### src/rtl/ledg_seq_pkg.sv
// Shared definitions for the green-LED pattern sequencer: register offsets,
// CTRL/STATUS bit positions and the sequencer state encoding.
package ledg_seq_pkg;

  // Word register offsets on the slave port
  localparam logic [2:0] REG_DATA     = 3'd0;
  localparam logic [2:0] REG_CTRL     = 3'd1;
  localparam logic [2:0] REG_DWELL    = 3'd2;
  localparam logic [2:0] REG_LENGTH   = 3'd3;
  localparam logic [2:0] REG_PAT_ADDR = 3'd4;
  localparam logic [2:0] REG_PAT_DATA = 3'd5;
  localparam logic [2:0] REG_STATUS   = 3'd6;

  // CTRL bit positions
  localparam int unsigned CTRL_RUN    = 0;
  localparam int unsigned CTRL_LOOP   = 1;
  localparam int unsigned CTRL_IRQ_EN = 2;

  // STATUS bit positions
  localparam int unsigned STAT_BUSY    = 0;
  localparam int unsigned STAT_DONE    = 1;
  localparam int unsigned STAT_IDX_LSB = 8;
  localparam int unsigned STAT_IDX_W   = 8;

  typedef enum logic [1:0] {
    ST_IDLE = 2'd0,
    ST_LOAD = 2'd1,
    ST_RUN  = 2'd2
  } state_e;

endpackage

### src/rtl/ledg_pattern_sequencer_if.sv
// Avalon-MM slave bus bundle for the LED pattern sequencer.
//   address    : word register offset
//   chipselect : slave select
//   write_n    : active-low write strobe
//   writedata  : write data
//   readdata   : read data, combinational from address
interface ledg_pattern_sequencer_if;
  logic [2:0]  address;
  logic        chipselect;
  logic        write_n;
  logic [31:0] writedata;
  logic [31:0] readdata;

  modport master (
    output address, chipselect, write_n, writedata,
    input  readdata
  );

  modport slave (
    input  address, chipselect, write_n, writedata,
    output readdata
  );
endinterface

### src/rtl/ledg_pattern_ram.sv
// DEPTH x LED_W pattern table: one synchronous write port, two asynchronous
// read ports (sequencer fetch and host read-back).
//   clk            : write clock
//   we/waddr/wdata : write port
//   seq_addr       : sequencer fetch address -> seq_data_c
//   host_addr      : host read-back address  -> host_data_c
module ledg_pattern_ram #(
  parameter int unsigned LED_W = 9,
  parameter int unsigned DEPTH = 16,
  parameter int unsigned AW    = $clog2(DEPTH)
) (
  input  logic             clk,
  input  logic             we,
  input  logic [AW-1:0]    waddr,
  input  logic [LED_W-1:0] wdata,
  input  logic [AW-1:0]    seq_addr,
  output logic [LED_W-1:0] seq_data_c,
  input  logic [AW-1:0]    host_addr,
  output logic [LED_W-1:0] host_data_c
);

  logic [LED_W-1:0] mem [DEPTH];

  // Table contents are deliberately not reset
  always_ff @(posedge clk) begin
    if (we) mem[waddr] <= wdata;
  end

  assign seq_data_c  = mem[seq_addr];
  assign host_data_c = mem[host_addr];

endmodule

### src/rtl/ledg_pattern_sequencer.sv
// Green-LED pattern sequencer: steps a software-loaded table onto out_port
// with a programmable dwell, one-shot or looping, plus direct DATA writes.
//   clk, reset_n : clock, asynchronous active-low reset
//   bus          : Avalon-MM slave (address/chipselect/write_n/writedata/readdata)
//   out_port     : registered LED drive
//   irq          : registered level interrupt, done & irq_en
module ledg_pattern_sequencer
  import ledg_seq_pkg::*;
#(
  parameter int unsigned LED_W   = 9,
  parameter int unsigned DEPTH   = 16,
  parameter int unsigned DWELL_W = 32
) (
  input  logic                     clk,
  input  logic                     reset_n,
  ledg_pattern_sequencer_if.slave  bus,
  output logic [LED_W-1:0]         out_port,
  output logic                     irq
);

  localparam int unsigned IDX_W = $clog2(DEPTH);
  localparam int unsigned LEN_W = IDX_W + 1;

  state_e             state_q, state_d;
  logic [LED_W-1:0]   out_q, out_d;
  logic               run_q, run_d;
  logic               loop_q, loop_d;
  logic               irq_en_q, irq_en_d;
  logic               done_q, done_d;
  logic               irq_q, irq_d;
  logic [DWELL_W-1:0] dwell_q, dwell_d;
  logic [DWELL_W-1:0] cnt_q, cnt_d;
  logic [LEN_W-1:0]   len_q, len_d;
  logic [IDX_W-1:0]   pat_addr_q, pat_addr_d;
  logic [IDX_W-1:0]   idx_q, idx_d;

  logic               wr_c;
  logic               pat_we_c;
  logic               last_c;
  logic [DWELL_W-1:0] dwell_eff_c;
  logic [IDX_W-1:0]   seq_addr_c;
  logic [LED_W-1:0]   seq_data_c;
  logic [LED_W-1:0]   host_data_c;

  assign wr_c        = bus.chipselect & ~bus.write_n;
  assign pat_we_c    = wr_c && (bus.address == REG_PAT_DATA);
  assign dwell_eff_c = (dwell_q == '0) ? DWELL_W'(1) : dwell_q;
  // len_q is always held in 1..DEPTH, so the subtraction cannot underflow
  assign last_c      = ({1'b0, idx_q} >= (len_q - LEN_W'(1)));
  // Fetch address: next entry while stepping, otherwise entry 0 (LOAD or wrap)
  assign seq_addr_c  = (state_q == ST_RUN && !last_c) ? idx_q + IDX_W'(1) : '0;

  ledg_pattern_ram #(
    .LED_W (LED_W),
    .DEPTH (DEPTH),
    .AW    (IDX_W)
  ) u_ram (
    .clk         (clk),
    .we          (pat_we_c),
    .waddr       (pat_addr_q),
    .wdata       (bus.writedata[LED_W-1:0]),
    .seq_addr    (seq_addr_c),
    .seq_data_c  (seq_data_c),
    .host_addr   (pat_addr_q),
    .host_data_c (host_data_c)
  );

  // Register writes, then sequencer stepping, then the stop override
  always_comb begin
    state_d    = state_q;
    out_d      = out_q;
    run_d      = run_q;
    loop_d     = loop_q;
    irq_en_d   = irq_en_q;
    done_d     = done_q;
    dwell_d    = dwell_q;
    cnt_d      = cnt_q;
    len_d      = len_q;
    pat_addr_d = pat_addr_q;
    idx_d      = idx_q;

    if (wr_c) begin
      case (bus.address)
        REG_DATA: begin
          if (state_q == ST_IDLE) out_d = bus.writedata[LED_W-1:0];
        end
        REG_CTRL: begin
          loop_d   = bus.writedata[CTRL_LOOP];
          irq_en_d = bus.writedata[CTRL_IRQ_EN];
          if (state_q == ST_IDLE && bus.writedata[CTRL_RUN]) begin
            run_d   = 1'b1;
            state_d = ST_LOAD;
          end
        end
        REG_DWELL:    dwell_d = bus.writedata[DWELL_W-1:0];
        REG_LENGTH: begin
          if (bus.writedata == '0)               len_d = LEN_W'(1);
          else if (bus.writedata > 32'(DEPTH))   len_d = LEN_W'(DEPTH);
          else                                   len_d = bus.writedata[LEN_W-1:0];
        end
        REG_PAT_ADDR: pat_addr_d = bus.writedata[IDX_W-1:0];
        REG_PAT_DATA: pat_addr_d = pat_addr_q + IDX_W'(1);
        REG_STATUS: begin
          if (bus.writedata[STAT_DONE]) done_d = 1'b0;
        end
        default: ;
      endcase
    end

    // Sequencer; placed after the STATUS clear so a done-set wins
    case (state_q)
      ST_LOAD: begin
        out_d   = seq_data_c;
        idx_d   = '0;
        cnt_d   = dwell_eff_c - DWELL_W'(1);
        state_d = ST_RUN;
      end
      ST_RUN: begin
        if (cnt_q == '0) begin
          if (!last_c) begin
            idx_d = idx_q + IDX_W'(1);
            out_d = seq_data_c;
            cnt_d = dwell_eff_c - DWELL_W'(1);
          end else if (loop_q) begin
            idx_d = '0;
            out_d = seq_data_c;
            cnt_d = dwell_eff_c - DWELL_W'(1);
          end else begin
            done_d  = 1'b1;
            run_d   = 1'b0;
            state_d = ST_IDLE;
          end
        end else begin
          cnt_d = cnt_q - DWELL_W'(1);
        end
      end
      default: ;
    endcase

    // Software stop freezes everything in place
    if (wr_c && bus.address == REG_CTRL && !bus.writedata[CTRL_RUN]) begin
      run_d   = 1'b0;
      state_d = ST_IDLE;
      out_d   = out_q;
      idx_d   = idx_q;
      cnt_d   = cnt_q;
      done_d  = done_q;
    end
  end

  assign irq_d = done_d & irq_en_d;

  always_ff @(posedge clk or negedge reset_n) begin
    if (!reset_n) begin
      state_q    <= ST_IDLE;
      out_q      <= '0;
      run_q      <= 1'b0;
      loop_q     <= 1'b0;
      irq_en_q   <= 1'b0;
      done_q     <= 1'b0;
      irq_q      <= 1'b0;
      dwell_q    <= DWELL_W'(1);
      cnt_q      <= '0;
      len_q      <= LEN_W'(DEPTH);
      pat_addr_q <= '0;
      idx_q      <= '0;
    end else begin
      state_q    <= state_d;
      out_q      <= out_d;
      run_q      <= run_d;
      loop_q     <= loop_d;
      irq_en_q   <= irq_en_d;
      done_q     <= done_d;
      irq_q      <= irq_d;
      dwell_q    <= dwell_d;
      cnt_q      <= cnt_d;
      len_q      <= len_d;
      pat_addr_q <= pat_addr_d;
      idx_q      <= idx_d;
    end
  end

  // Zero-wait-state read mux
  always_comb begin
    bus.readdata = '0;
    case (bus.address)
      REG_DATA:     bus.readdata = 32'(out_q);
      REG_CTRL: begin
        bus.readdata[CTRL_RUN]    = run_q;
        bus.readdata[CTRL_LOOP]   = loop_q;
        bus.readdata[CTRL_IRQ_EN] = irq_en_q;
      end
      REG_DWELL:    bus.readdata = 32'(dwell_q);
      REG_LENGTH:   bus.readdata = 32'(len_q);
      REG_PAT_ADDR: bus.readdata = 32'(pat_addr_q);
      REG_PAT_DATA: bus.readdata = 32'(host_data_c);
      REG_STATUS: begin
        bus.readdata[STAT_BUSY] = (state_q != ST_IDLE);
        bus.readdata[STAT_DONE] = done_q;
        bus.readdata[STAT_IDX_LSB +: STAT_IDX_W] = STAT_IDX_W'(idx_q);
      end
      default: ;
    endcase
  end

  assign out_port = out_q;
  assign irq      = irq_q;

endmodule
### src/flat_wrapper.sv
// flat-port wrapper written by rule: the top's interface ports become plain ports
module ledg_pattern_sequencer_flat import ledg_seq_pkg::*;
#(
  parameter int unsigned LED_W   = 9,
  parameter int unsigned DEPTH   = 16,
  parameter int unsigned DWELL_W = 32
)
  (clk, reset_n, out_port, irq, bus_address, bus_chipselect, bus_write_n, bus_writedata, bus_readdata);
  ledg_pattern_sequencer_if bus_i ();
  input  logic clk;
  input  logic reset_n;
  output logic [LED_W-1:0] out_port;
  output logic irq;
  input wire logic [$bits(bus_i.address)-1:0] bus_address;
  input wire logic [$bits(bus_i.chipselect)-1:0] bus_chipselect;
  input wire logic [$bits(bus_i.write_n)-1:0] bus_write_n;
  input wire logic [$bits(bus_i.writedata)-1:0] bus_writedata;
  output wire logic [$bits(bus_i.readdata)-1:0] bus_readdata;
  assign bus_i.address = bus_address;
  assign bus_i.chipselect = bus_chipselect;
  assign bus_i.write_n = bus_write_n;
  assign bus_i.writedata = bus_writedata;
  assign bus_readdata = bus_i.readdata;
  ledg_pattern_sequencer #(.LED_W(LED_W), .DEPTH(DEPTH), .DWELL_W(DWELL_W)) u_core (.clk(clk), .reset_n(reset_n), .bus(bus_i), .out_port(out_port), .irq(irq));
endmodule
### config.mk
export PLATFORM = sky130hd
export DESIGN_NAME = ledg_pattern_sequencer_flat
export DESIGN_NICKNAME = d
export VERILOG_FILES = /design/src/rtl/ledg_seq_pkg.sv /design/src/rtl/ledg_pattern_sequencer_if.sv /design/src/rtl/ledg_pattern_ram.sv /design/src/rtl/ledg_pattern_sequencer.sv /design/src/flat_wrapper.sv
export SDC_FILE = /design/constraint.sdc
export NUM_CORES = 1
export LEC_CHECK = 0
export CAP_MARGIN = 20
export CELL_PAD_IN_SITES_DETAIL_PLACEMENT = 1
export CELL_PAD_IN_SITES_GLOBAL_PLACEMENT = 1
export CORE_AREA = 2 2 121 211
export DETAILED_ROUTE_END_ITERATION = 8
export DIE_AREA = 0 0 123 213
export PLACE_DENSITY_LB_ADDON = 0.1
export SLEW_MARGIN = 20
export SYNTH_ARGS = -nofsm -noshare
export SYNTH_HDL_FRONTEND = slang
export SYNTH_SLANG_ARGS = --single-unit
export TNS_END_PERCENT = 5
### constraint.sdc
create_clock -name clk -period 8.7 [get_ports clk]
set_input_delay 1.74 -clock clk [delete_from_list [all_inputs] [get_ports clk]]
set_output_delay 1.74 -clock clk [all_outputs]
set_load 0.03 [all_outputs]
== Word level (Yosys, flattened, before mapping) ==
Memory sizes are Yosys's and may differ from the RTL's.
Index checks and enable logic that the tools add are counted.

* Flip-flop bits (word level): 93
* Bits in writable memories: 144
* Bits of input ports: 39
* Output and inout bits: 42
* Word-level logic and storage cells: 109
* Memories: 1

* Add/subtract/negate cells: 5
* Order comparisons: 2
* Equality and inequality tests: 11
* Mux-type cells: 53
* Bitwise logic cells: 4
* Reductions and logical operators: 21

{| class="wikitable"
|+ Memory list
! name !! words !! bits a word !! rd ports !! clocked after memory_dff !! wr ports !! line !! text
|-
| u_core.u_ram.mem || 16 || 9 || 2 || 0 || 1 || ledg_pattern_ram.sv:22 || <nowiki>logic [LED_W-1:0] mem [DEPTH];</nowiki>
|}

{| class="wikitable"
|+ Operator list
! kind !! count
|-
| 32-bit 2-to-1 mux || 4
|-
| 32-bit zero test || 3
|-
| 32-bit case mux with 2 select lines || 1
|-
| 32-bit by 1-bit subtractor with 32-bit output (second input constant) || 2
|-
| 9-bit 2-to-1 mux || 6
|-
| 32-bit by 5-bit greater-than comparator with 1-bit output (second input constant) || 1
|-
| 8-bit case mux with 4 select lines || 1
|-
| 5-bit case mux with 5 select lines || 1
|-
| 1-bit 2-to-1 mux || 20
|-
| 9-bit case mux with 2 select lines || 1
|-
| 16-bit 2-to-1 mux || 1
|-
| 4-bit 2-to-1 mux || 4
|-
| 4-bit case mux with 2 select lines || 2
|-
| 2-bit 2-to-1 mux || 7
|-
| 2-bit case mux with 7 select lines || 1
|-
| 5-bit 2-to-1 mux || 2
|-
| 3-bit equality test (second input constant) || 3
|-
| 4-bit by 1-bit adder with 4-bit output (second input constant) || 2
|-
| 2-bit AND reduction || 4
|-
| 3-bit by 2-bit equality test with 1-bit output (second input constant) || 2
|-
| 1-bit case mux with 6 select lines || 1
|-
| 2-bit nonzero test || 3
|-
| 4-bit by 5-bit greater-or-equal comparator with 1-bit output || 1
|-
| 1-bit logical AND || 5
|-
| other kinds (15) || 18
|}

== Longest topological paths before layout ==
Gate-level depths: netlist (run 1).

* Depth after elaboration: 10
* Depth in mapped cells: 14
* Mapped depth without buffers: 12

== Hierarchy ==
A second synthesis (run 1) with hierarchy kept.

* Cell total of the unflattened synthesis: 1023
* Area, all modules: 13023.7 sq um

{| class="wikitable"
|+ By module, submodules not included
! module !! times used !! cells each !! area an instance (sq um) !! seq. area each (sq um)
|-
| ledg_pattern_ram || 1 || 323 || 6781.5 || 4324.1
|-
| ledg_pattern_sequencer || 1 || 700 || 6242.2 || 2329.7
|}

== Worst setup path before layout (run 1) ==
No wires, ideal clock.

* Path kind: input to output
* Start point: input port bus_address[2]
* End point: output port bus_readdata[8]
* Data arrival time: 3.226 ns
* Required time: 6.960 ns
* Setup slack: 3.734 ns
* Cell stages on the path: 4
* Buffers on the path: 2
* Cell sequence: buf_1 > buf_1 > a31oi_1 > o21ai_0

* Longest elaborated chain between the ends: 2
* Elaborated cells on any way between the ends: 5
* Those cells by class: eq/ne: 3; mux: 1; reduce/logical: 1

{| class="wikitable"
|+ Ends and longest elaborated chain
! item !! line !! text
|-
| start: declaration || flat_wrapper.sv:14 || <nowiki>input wire logic [$bits(bus_i.address)-1:0] bus_address;</nowiki>
|-
| 3-bit equality test, or another cell as far along || ledg_pattern_sequencer.sv:186 || <nowiki>case (bus.address)</nowiki>
|-
| 8-bit case mux with 4 select lines (*) || ledg_pattern_sequencer.sv:186 ||
|-
| end: declaration || flat_wrapper.sv:18 || <nowiki>output wire logic [$bits(bus_i.readdata)-1:0] bus_readdata;</nowiki>
|}

Every way passes the cells marked *; elsewhere a longest branch is shown, timed or not.

== Final worst setup path (run 1) ==
* Start point: input port bus_address[1]
* End point: output port bus_readdata[1]

* Longest elaborated chain between the ends: 2
* Elaborated cells on any way between the ends: 8
* Those cells by class: eq/ne: 6; mux: 1; reduce/logical: 1

{| class="wikitable"
|+ Ends and longest elaborated chain
! item !! line
|-
| 3-bit equality test, or another cell as far along || ledg_pattern_sequencer.sv:186
|-
| 2-bit case mux with 7 select lines (*) || ledg_pattern_sequencer.sv:186
|}

Marks and branches as above.

==> results of run 1 <==
==> layout make-up <==
| type | count | area (µm²) |
|---|---|---|
| Clock buffer | 27 | 633.1 |
| Inverter | 25 | 93.84 |
| Multi-Input combinational cell | 768 | 5888 |
| Tap cell | 312 | 390.4 |
| Timing Repair Buffer | 115 | 1061 |
| Fill cell | 2504 | 9691 |
| Sequential cell | 237 | 6655 |
| Clock inverter | 14 | 121.4 |
==> per-stage QoR <==
| stage | setup slack, ns | power (mW) | cells | utilization, % |
|---|---|---|---|---|
| after floorplan | 3.734 | 2.236 | 1096 | - |
| after global placement | 2.639 | 2.606 | 1457 | 57.37 |
| after detailed placement | 2.568 | 2.639 | 1457 | 57.42 |
| after CTS | 2.554 | 3.665 | 1498 | 60.49 |
| after global routing | 2.477 | 3.814 | 1498 | 60.50 |
| final | 2.574 | 3.662 | 1498 | 60.50 |
==> cell usage in the layout (no fill, tap or decap), types with 19 or more instances in the layout <==
cell type	netlist	final
and2_1	24	24
a211oi_1	21	21
buf_4	0	36
inv_1	24	24
nor3_1	39	36
clkdlybuf4s50_1	0	79
dfrtp_1	91	90
nand3_1	20	20
nor2_1	93	88
clkbuf_16	0	25
nand2_1	68	68
mux4_2	46	46
nor4_1	30	30
mux2i_1	33	33
o21ai_0	57	57
mux2_2	40	40
a221oi_1	19	19
o22ai_1	21	21
edfxtp_1	144	144
a21oi_1	34	34
==> worst max-delay path: stages <==
cell and delay [ns]:
clkdlybuf4s50_1 0.40, buf_4 0.21, nor2b_1 0.77, a22oi_1 0.20, nor2_1 0.12, a31oi_1 0.07
o21ai_0 0.14, clkdlybuf4s50_1 0.72
==> worst max path at each step <==
| stage | startpoint | to | slack (ns) | depth (start not counted) |
|---|---|---|---|---|
| global route | bus_address[1] | bus_readdata[1] | 2.48 | 8 |
| global placement | bus_address[1] | bus_readdata[1] | 2.64 | 8 |
| detailed placement | bus_address[1] | bus_readdata[1] | 2.57 | 8 |
| floorplan | bus_address[2] | bus_readdata[8] | 3.73 | 4 |
| CTS | bus_address[1] | bus_readdata[1] | 2.55 | 8 |
| finish | bus_address[1] | bus_readdata[1] | 2.57 | 8 |
==> sequential cells by signal, indices dropped and copies added, names as in the netlist <==
signal	cells
u_core.len_q	5
u_core.out_port	9
u_core.loop_q	1
u_core.run_q	1
u_core.idx_q	4
u_core.state_q	2
u_core.irq_en_q	1
u_core.pat_addr_q	4
u_core.dwell_q	32
u_core.cnt_q	32
u_core.u_ram.mem	144
u_core.irq	1
u_core.done_q	1
==> power by group through the flow <==
stage / clock, mW / combinational (mW) / sequential, mW
global route: 1.08 / 1.18 / 1.55
global placement: 0 / 1.06 / 1.54
finish: 1.03 / 1.10 / 1.53
floorplan: 0 / 0.758 / 1.48
detailed placement: 0 / 1.09 / 1.55
CTS: 1.04 / 1.10 / 1.53
==> layer usage <==
metal	routed length [µm]	up-vias	global-route usage, %
li1	-	4423	-
met1	14230	5161	34.78
met2	23590	436	62.41
met3	1926	182	3.606
met4	3408	0	23.35
met5	0	-	0
==> Yosys cell counts, types with 5 or more instances <==
cell	number	area share, %
edfxtp_1	144	34
nor2_1	93	2.7
dfrtp_1	91	18
nand2_1	68	2.0
o21ai_0	57	2.2
clkbuf_1	49	1.4
mux4_2	46	8.1
mux2_2	40	3.5
nor3_1	39	1.5
a21oi_1	34	1.3
mux2i_1	33	2.6
nor4_1	30	1.5
and2_1	24	1.2
inv_1	24	0.70
a211oi_1	21	1.2
o22ai_1	21	1.0
nand3_1	20	0.78
a221oi_1	19	1.3
xnor2_1	19	1.3
ha_1	15	1.5
xor2_1	14	0.96
a22oi_1	13	0.76
or4_1	13	0.76
a31oi_1	12	0.58
buf_1	11	0.32
nor2b_1	10	0.49
a311oi_1	9	0.61
nand2b_1	9	0.44
o31ai_1	9	0.53
o22a_1	7	0.48
a221o_1	6	0.47
nand4_1	6	0.29
o21a_1	6	0.35
o221ai_1	6	0.41
or3_1	6	0.29
buf_2	5	0.19
==> logic make-up (layout without fill, tap and decap cells) <==
kind of cell	after synthesis	in the layout	share of synthesized area, %
AND/OR/NAND/NOR	341	341	13.40
AO/OA/AOI/OAI	260	260	14.12
flip-flops	237	237	51.84
multiplexers	119	119	14.15
buffers and inverters	91	181	2.768
XOR/XNOR	33	33	2.252
adder cells (fa/ha/maj)	15	15	1.462
==> results.yml, run 1 <==
outcome:
  status: "completed"
route:
  wl_per_cell_um: 28.81
  initialDrtViolationCount: 873
  wl_um: 43150
  routed_via_density: 6.810
  dr.pass1.iters: 5
  final_antenna_net_count: 0
  dr_total_vias: 10202
  drc: 0
clock_tree:
  root_buffer: "clkbuf_16"
  hold_buffers: 0
  clkTransAtPathRegs_ns: 0.06
  worstSkewPairLatency_ns: 0.54
  h-tree-depth: 1
  ctsResizeCount: 0
  clock_sinks: 237
  tritoncts: "done"
  post_cts.repair.setup_buffers: 0
  clock_path_buffers: 3
  cts_made_buffers: 24
grt:
  grt.overflow.total: 0
  grt_pass1_vias: 11038
  grt_first_pass_wirelength_um: 65000
  grt_max_degree: 66
  antenna_found_initial: 0
  grt_use_total_pct: 33.75
timing:
  worst_pin_slew_ns: 1.183
  whs_ns: 0.5056
  fin_setup_tns_ns: 0
  max_freq_mhz: 163.2
  relSlewSlack_pct: 20.85
  finalCritPeriodShare_pct: 70.42
  drv_slew: 0
  setup_viol_count_final: 0
  skew_ns: 0.01284
  period_needed_ns: 6.126
  grt_setup_unrepaired: "no"
  hold_viol_final: 0
hold_path:
  hp-start: "u_core.cnt_q[17]"
  min_path_cells: 2
  min_to: "u_core.cnt_q[17]"
  hold_path.class: "register to register"
setup_path:
  r2r-start: "u_core.len_q[0]"
  r2r_slack_ns: 4.48
  r2r_cells: 10
  crit_type: "input port to output port"
  end_kind: "output port"
  cp.required_ns: 6.96
  crit_path_start_kind: "input port"
  r2r_end: "u_core.cnt_q[7]"
  critPathArrivalTime_ns: 4.39
  cp_max_fo: 18
floorplanning:
  rows: 76
  die_x_um: 123
  start_util_pct: 52.32
  io_pins: 81
  dieArea_um2: 26200
  core-area_um2: 24530
  fp.dieH_um: 213
power:
  vdd_drop_max_mv: 0.1921
  pwr-share-comb_pct: 30.1
  p_seq_share_pct: 41.8
  p_sw_share_pct: 34.88
  switchingPower_mw: 1.277
  power_leakage_nw: 5.148
  p_int_mw: 2.384
  p_clk_share_pct: 28.2
  power.density_nw_per_um2: 246.7
synth:
  yosys_register_bits: 237
  synth_edf_count: 144
  async_flop_share_pct: 39.24
  ys.flop_type: "edfxtp_1"
  syn_area_per_cell_um2: 11.71
  synth.distinct_cells: 74
  ys_warn_count: 0
  netlist_instances: 1096
  syn-num-nets: 1150
  yosysSeqAreaShare_pct: 51.84
  synth_area_um2: 12840
finish:
  syn_to_final_growth_pct: 15.64
  num-nets-final: 1225
  drive_above_1_share_pct: 15.68
  diodes: 0
  final_cell_area_um2: 14840
placement:
  hpwl_um: 31120
  globalplace.congestion: 0.8735
  port_buffers: 80
  postPlaceCellArea_um2: 14090
flow_run:
  drv_cap: 0
(Power assumes the default switching activity.)
==> run 2, diff against run 1 <==
--- a/config.mk
+++ b/config.mk
@@ -8,9 +8,9 @@
 export CAP_MARGIN = 20
 export CELL_PAD_IN_SITES_DETAIL_PLACEMENT = 1
 export CELL_PAD_IN_SITES_GLOBAL_PLACEMENT = 1
-export CORE_AREA = 2 2 121 211
+export CORE_AREA = 2 2 126 220
 export DETAILED_ROUTE_END_ITERATION = 8
-export DIE_AREA = 0 0 123 213
+export DIE_AREA = 0 0 128 222
 export PLACE_DENSITY_LB_ADDON = 0.1
 export SLEW_MARGIN = 20
 export SYNTH_ARGS = -nofsm -noshare
==> constraint.sdc (replaced) <==
create_clock -name clk -period 6.1 [get_ports clk]
set_input_delay 1.22 -clock clk [delete_from_list [all_inputs] [get_ports clk]]
set_output_delay 1.22 -clock clk [all_outputs]
set_load 0.03 [all_outputs]
==> results.yml, run 2 (synthesis gave the netlist of run 1 again) <==
clock_tree:
  clock_sinks: 237
  h-tree-depth: 1
  worstSkewPairLatency_ns: 0.53
  root_buffer: "clkbuf_16"
  tritoncts: "done"
  clock_path_buffers: 3
  clkTransAtPathRegs_ns: 0.07
  post_cts.repair.setup_buffers: 0
  cts_made_buffers: 23
  ctsResizeCount: 0
  hold_buffers: 0
power:
  power.total_mw: 5.262
  vdd_drop_max_mv: 0.2930
  power.density_nw_per_um2: 352.9
  power_leakage_nw: 5.189
grt:
  grt_max_degree: 63
  grt.overflow.total: 0
  grt_use_total_pct: 31.19
  grt_pass1_vias: 10930
  grt_first_pass_wirelength_um: 66330
  antenna_found_initial: 0
finish:
  register_area_um2: 6656
  multi_input_comb_area_um2: 5861
  final_cell_mix: "edfxtp_1 (144), nor2_1 (93), dfrtp_1 (89), clkdlybuf4s50_1 (79), nand2_1 (68)"
  largest_registers: "u_core.u_ram.mem (144), u_core.cnt_q (32), u_core.dwell_q (32)"
  num-nets-final: 1233
  final_util_pct: 56.29
  diodes: 0
  final_common_cell: "edfxtp_1"
  fill_cells: 2754
  syn_to_final_growth_pct: 16.16
  largest_reg_flops: 144
  layout.cells.non_filler: 1518
  top_register: "u_core.u_ram.mem"
  drive_above_1_share_pct: 15.83
timing:
  max_freq_mhz: 187.2
  grt_setup_unrepaired: "no"
  worst_pin_slew_ns: 1.065
  drv_slew: 0
  skew_ns: 0.01716
  hold_viol_final: 0
  whs_ns: 0.5065
  period_needed_ns: 5.343
  setup_viol_count_final: 0
  finalCritPeriodShare_pct: 87.59
  relSlewSlack_pct: 28.34
  fin_setup_tns_ns: 0
route:
  initialDrtViolationCount: 650
  routed_via_density: 6.644
  wl_um: 43370
  drc: 0
  final_antenna_net_count: 0
  dr_total_vias: 10086
  dr.pass1.iters: 5
  wl_per_cell_um: 28.57
setup_path:
  critPathArrivalTime_ns: 4.12
  cpPeakStageDelay_ns: 0.98
  worstPathCellList: "buf_4, mux4_2, mux4_2, nand3_1, o21ai_0, clkdlybuf4s50_1"
  worst-path-buf-inv: 2
  critPathSlowestCell: "dfrtp_2"
  cp.required_ns: 4.88
  r2r_slack_ns: 1.97
  cpMostUsedCell: "mux4_2"
  crit_type: "register to output port"
  end_kind: "output port"
  cp_max_fo: 30
  cpLargestDelayFamily: "multiplexers"
  crit_path_start_kind: "register"
floorplanning:
  die_x_um: 128
  start_util_pct: 48.46
  dieArea_um2: 28420
  rows: 79
  core-area_um2: 26490
  fp.dieH_um: 222
  io_pins: 81
placement:
  port_buffers: 80
  globalplace.congestion: 0.9021
  hpwl_um: 31840
  placedCellCount: 1477
outcome:
  status: "completed"
flow_run:
  drv_cap: 0
hold_path:
  hold_path.class: "register to register"
run 2: cell types whose count changed in the layout (fill, tap and decap cells not counted), sizes merged:
| cell | delta |
|---|---|
| buf | +9 |
| clkinv | -4 |
| bufinv | +2 |
| clkinvlp | +2 |
| clkbuf | -1 |
run 2: worst paths after layout:
check / startpoint / end / cells past startpoint
hold / removal: u_core.cnt_q[17] / u_core.cnt_q[17] / 2
setup / recovery: u_core.pat_addr_q[0] / bus_readdata[5] / 6
hold reg to reg: u_core.cnt_q[17] / u_core.cnt_q[17] / 2
max in group asynchronous: reset_n / u_core.idx_q[0] / 2
min in group asynchronous: reset_n / u_core.dwell_q[25] / 1
setup reg to reg: u_core.len_q[0] / u_core.out_port[8] / 12
run 2: worst register-to-register path: cells and delay by family (launching register included):
kind                       cells  cell delay [ns]
AOI/OAI and AO/OA              5             1.79
and+or+nand+nor                2             0.58
adders and majority gates      2             0.50
buffers and inverters          2             0.49
DFF                            1             0.47
xor gates and xnor gates       1             0.20
run 2: final cells by class:
class / instances / area share (%)
inverter: 25 / 0.6294
sequential: 237 / 44.64
clock buffer: 26 / 3.936
multi-input combinational: 768 / 39.31
tap: 324 / 2.719
clock inverter: 14 / 1.175
timing repair buffer: 124 / 7.594
run 2: power by group:
group          switching [mW]  internal (mW)  total, mW  leakage [nW]
Sequential              0.321           1.89       2.21          2.45
Combinational           0.867          0.686       1.55          2.38
Clock                   0.634          0.860       1.49         0.361
run 2: through the flow:
step,area (µm²),setup WS [ns]
after floorplan,12840,1.890
after global placement,14140,1.186
after detailed placement,14140,1.140
after CTS,14900,0.7471
after global routing,14910,0.6176
final,14910,0.7569
run 2: metal layers:
layer | wire (µm) | vias up | track usage [%]
li1 | - | 4454 | -
met1 | 14440 | 5111 | 32.35
met2 | 24290 | 364 | 59.27
met3 | 1742 | 157 | 3.427
met4 | 2897 | 0 | 17.94
met5 | 0 | - | 0
==> run 3, diff against run 2 <==
--- a/config.mk
+++ b/config.mk
@@ -5,12 +5,13 @@
 export SDC_FILE = /design/constraint.sdc
 export NUM_CORES = 1
 export LEC_CHECK = 0
+export ABC_AREA = 1
 export CAP_MARGIN = 20
 export CELL_PAD_IN_SITES_DETAIL_PLACEMENT = 1
 export CELL_PAD_IN_SITES_GLOBAL_PLACEMENT = 1
-export CORE_AREA = 2 2 126 220
+export CORE_AREA = 2 2 133 233
 export DETAILED_ROUTE_END_ITERATION = 8
-export DIE_AREA = 0 0 128 222
+export DIE_AREA = 0 0 135 235
 export PLACE_DENSITY_LB_ADDON = 0.1
 export SLEW_MARGIN = 20
 export SYNTH_ARGS = -nofsm -noshare
==> results.yml, run 3 <==
route:
  drc: 0
  wl_per_cell_um: 24.06
  wl_um: 51230
  dr_total_vias: 12683
  final_antenna_net_count: 0
  dr.pass1.iters: 5
  initialDrtViolationCount: 925
  routed_via_density: 5.957
placement:
  port_buffers: 80
  hpwl_um: 36730
  globalplace.congestion: 0.9024
  place_ws_ns: 1.129
flow_run:
  drv_cap: 0
floorplanning:
  start_util_pct: 45.50
  dieArea_um2: 31730
  io_pins: 81
  fp.dieH_um: 235
  die_x_um: 135
  core-area_um2: 29850
  rows: 84
synth:
  async_flop_share_pct: 39.24
  synth.distinct_cells: 56
  netlist_instances: 1662
  yosysSeqAreaShare_pct: 49.00
  synth_area_um2: 13580
  syn-num-nets: 1716
  synth_top_area_share_pct: 31.84
  yosys_register_bits: 237
  synth_edf_count: 144
  synth.most_common_cell: "nand2_1"
  ys.flop_type: "edfxtp_1"
  synth_top_cell_by_area: "edfxtp_1"
  syn_area_per_cell_um2: 8.171
  ys_warn_count: 0
  synth.area.top_cells: "edfxtp_1 (32%), dfrtp_1 (17%), nand3_1 (8.6%), nand2_1 (8.4%), nor2_1 (5.9%)"
  netlist_top_cells_count: "nand2_1 (303), nand3_1 (234), nor2_1 (214)"
finish:
  largest_registers: "u_core.u_ram.mem (144), u_core.cnt_q (32), u_core.dwell_q (32)"
  drive_above_1_share_pct: 7.807
  syn_to_final_growth_pct: 14.17
  multi_input_comb_area_um2: 5971
  final_cell_mix: "nand2_1 (302), nand3_1 (234), nor2_1 (212), o21ai_0 (148), edfxtp_1 (144)"
  largest_reg_flops: 144
  diodes: 0
  num-nets-final: 1779
  register_area_um2: 6655
  final_common_cell: "nand2_1"
  top_register: "u_core.u_ram.mem"
  fill_cells: 3603
grt:
  grt_use_total_pct: 32.14
  grt.overflow.total: 0
  grt_first_pass_wirelength_um: 77400
  antenna_found_initial: 0
  grt_max_degree: 77
  grt_pass1_vias: 13386
timing:
  drv_slew: 0
  relSlewSlack_pct: 21.55
  grt_setup_unrepaired: "no"
  finalCritPeriodShare_pct: 81.79
  hold_viol_final: 0
  worst_pin_slew_ns: 1.172
  period_needed_ns: 4.989
  max_freq_mhz: 200.4
  setup_slack_ns: 1.111
  setup_viol_count_final: 0
  fin_setup_tns_ns: 0
  skew_ns: 0.007367
power:
  power.total_mw: 5.490
  vdd_drop_max_mv: 0.2487
  power.density_nw_per_um2: 354.1
  power_leakage_nw: 6.293
clock_tree:
  post_cts.repair.setup_buffers: 0
  clock_path_buffers: 3
  ctsResizeCount: 0
  clock_sinks: 237
  worstSkewPairLatency_ns: 0.55
  tritoncts: "done"
  h-tree-depth: 1
  hold_buffers: 0
  cts_made_buffers: 24
  clkTransAtPathRegs_ns: 0.06
  root_buffer: "clkbuf_16"
hold_path:
  hold_path.class: "register to register"
setup_path:
  critPathSlowestCell: "clkdlybuf4s50_1"
  cpMostUsedCell: "clkdlybuf4s50_1"
  end_kind: "output port"
  cpLargestDelayFamily: "buffers and inverters"
  critPathArrivalTime_ns: 3.77
  cp.required_ns: 4.88
  crit_type: "input port to output port"
  cp_max_fo: 27
  cpPeakStageDelay_ns: 0.65
  crit_path_start_kind: "input port"
  worst-path-buf-inv: 4
  worstPathCellList: "clkdlybuf4s50_1, nor2_1, nand2_1, buf_4, inv_1, a221oi_1, o21ai_0, clkdlybuf4s50_1"
outcome:
  status: "completed"
==> run 3: where the power goes <==
part | switching (mW) | internal [mW] | leakage, nW | total, mW
Sequential | 0.239 | 1.90 | 2.40 | 2.14
Combinational | 1.29 | 0.575 | 3.52 | 1.87
Clock | 0.651 | 0.829 | 0.371 | 1.48
==> run 3: per-layer routing <==
metal  track usage [%]  part of all wire (%)  vias to the layer above
met5                 0                     0                        -
met4             21.37                   7.8                        0
met3             2.956                   4.2                      170
met2             59.94                    54                      431
met1             33.38                    34                     6259
li1                  -                     -                     5823
==> run 3: kinds of logic (layout without fill, tap and decap cells) <==
group | count (synthesis) | count (layout) | share of synthesized area (%)
simple gates | 836 | 836 | 27.47
compound gates | 317 | 317 | 13.31
flops | 237 | 237 | 49.00
buf+inv | 230 | 310 | 7.094
xor+xnor | 27 | 27 | 1.741
fa+ha+maj | 15 | 15 | 1.382
==> run 3: path summary, 6_finish.rpt <==
path                                   start              endpoint  slack, ns  cells after the start
max                           bus_address[0]       bus_readdata[0]       1.11                      8
min in group asynchronous            reset_n      u_core.cnt_q[11]       0.70                      1
max reg2reg                  u_core.len_q[0]    u_core.out_port[8]       2.23                     19
max in group asynchronous            reset_n  u_core.pat_addr_q[0]       4.26                      2
min                        u_core.dwell_q[0]     u_core.dwell_q[0]       0.54                      2
min reg2reg                u_core.dwell_q[0]     u_core.dwell_q[0]       0.54                      2
==> run 3: per-stage QoR <==
stage | instance area, µm² | utilization [%] | hold WS, ns | std cells
5_1_grt | 15500 | 51.94 | 0.5768 | 2129
6_report | 15500 | 51.94 | 0.5388 | 2129
2_1_floorplan | 13580 | - | 0.4643 | 1662
3_3_place_gp | 14740 | 49.39 | 0.5218 | 2086
4_1_cts | 15500 | 51.93 | 0.5430 | 2129
3_5_place_dp | 14740 | 49.39 | 0.5320 | 2086
==> run 3: layout make-up <==
| cell class | instances | area share, % |
|---|---|---|
| multi-input cells | 1195 | 38.51 |
| clock inverters | 14 | 0.7586 |
| repair buffers | 116 | 6.891 |
| well taps | 387 | 3.123 |
| inverters | 151 | 3.664 |
| clock buffers | 29 | 4.132 |
| flip-flops and latches | 237 | 42.92 |
==> run 3: tightest hold or removal path, stage by stage, from the launching register on <==
cell     delay (ns)
dfstp_2        0.40
nand2_1        0.06
o21ai_0        0.07
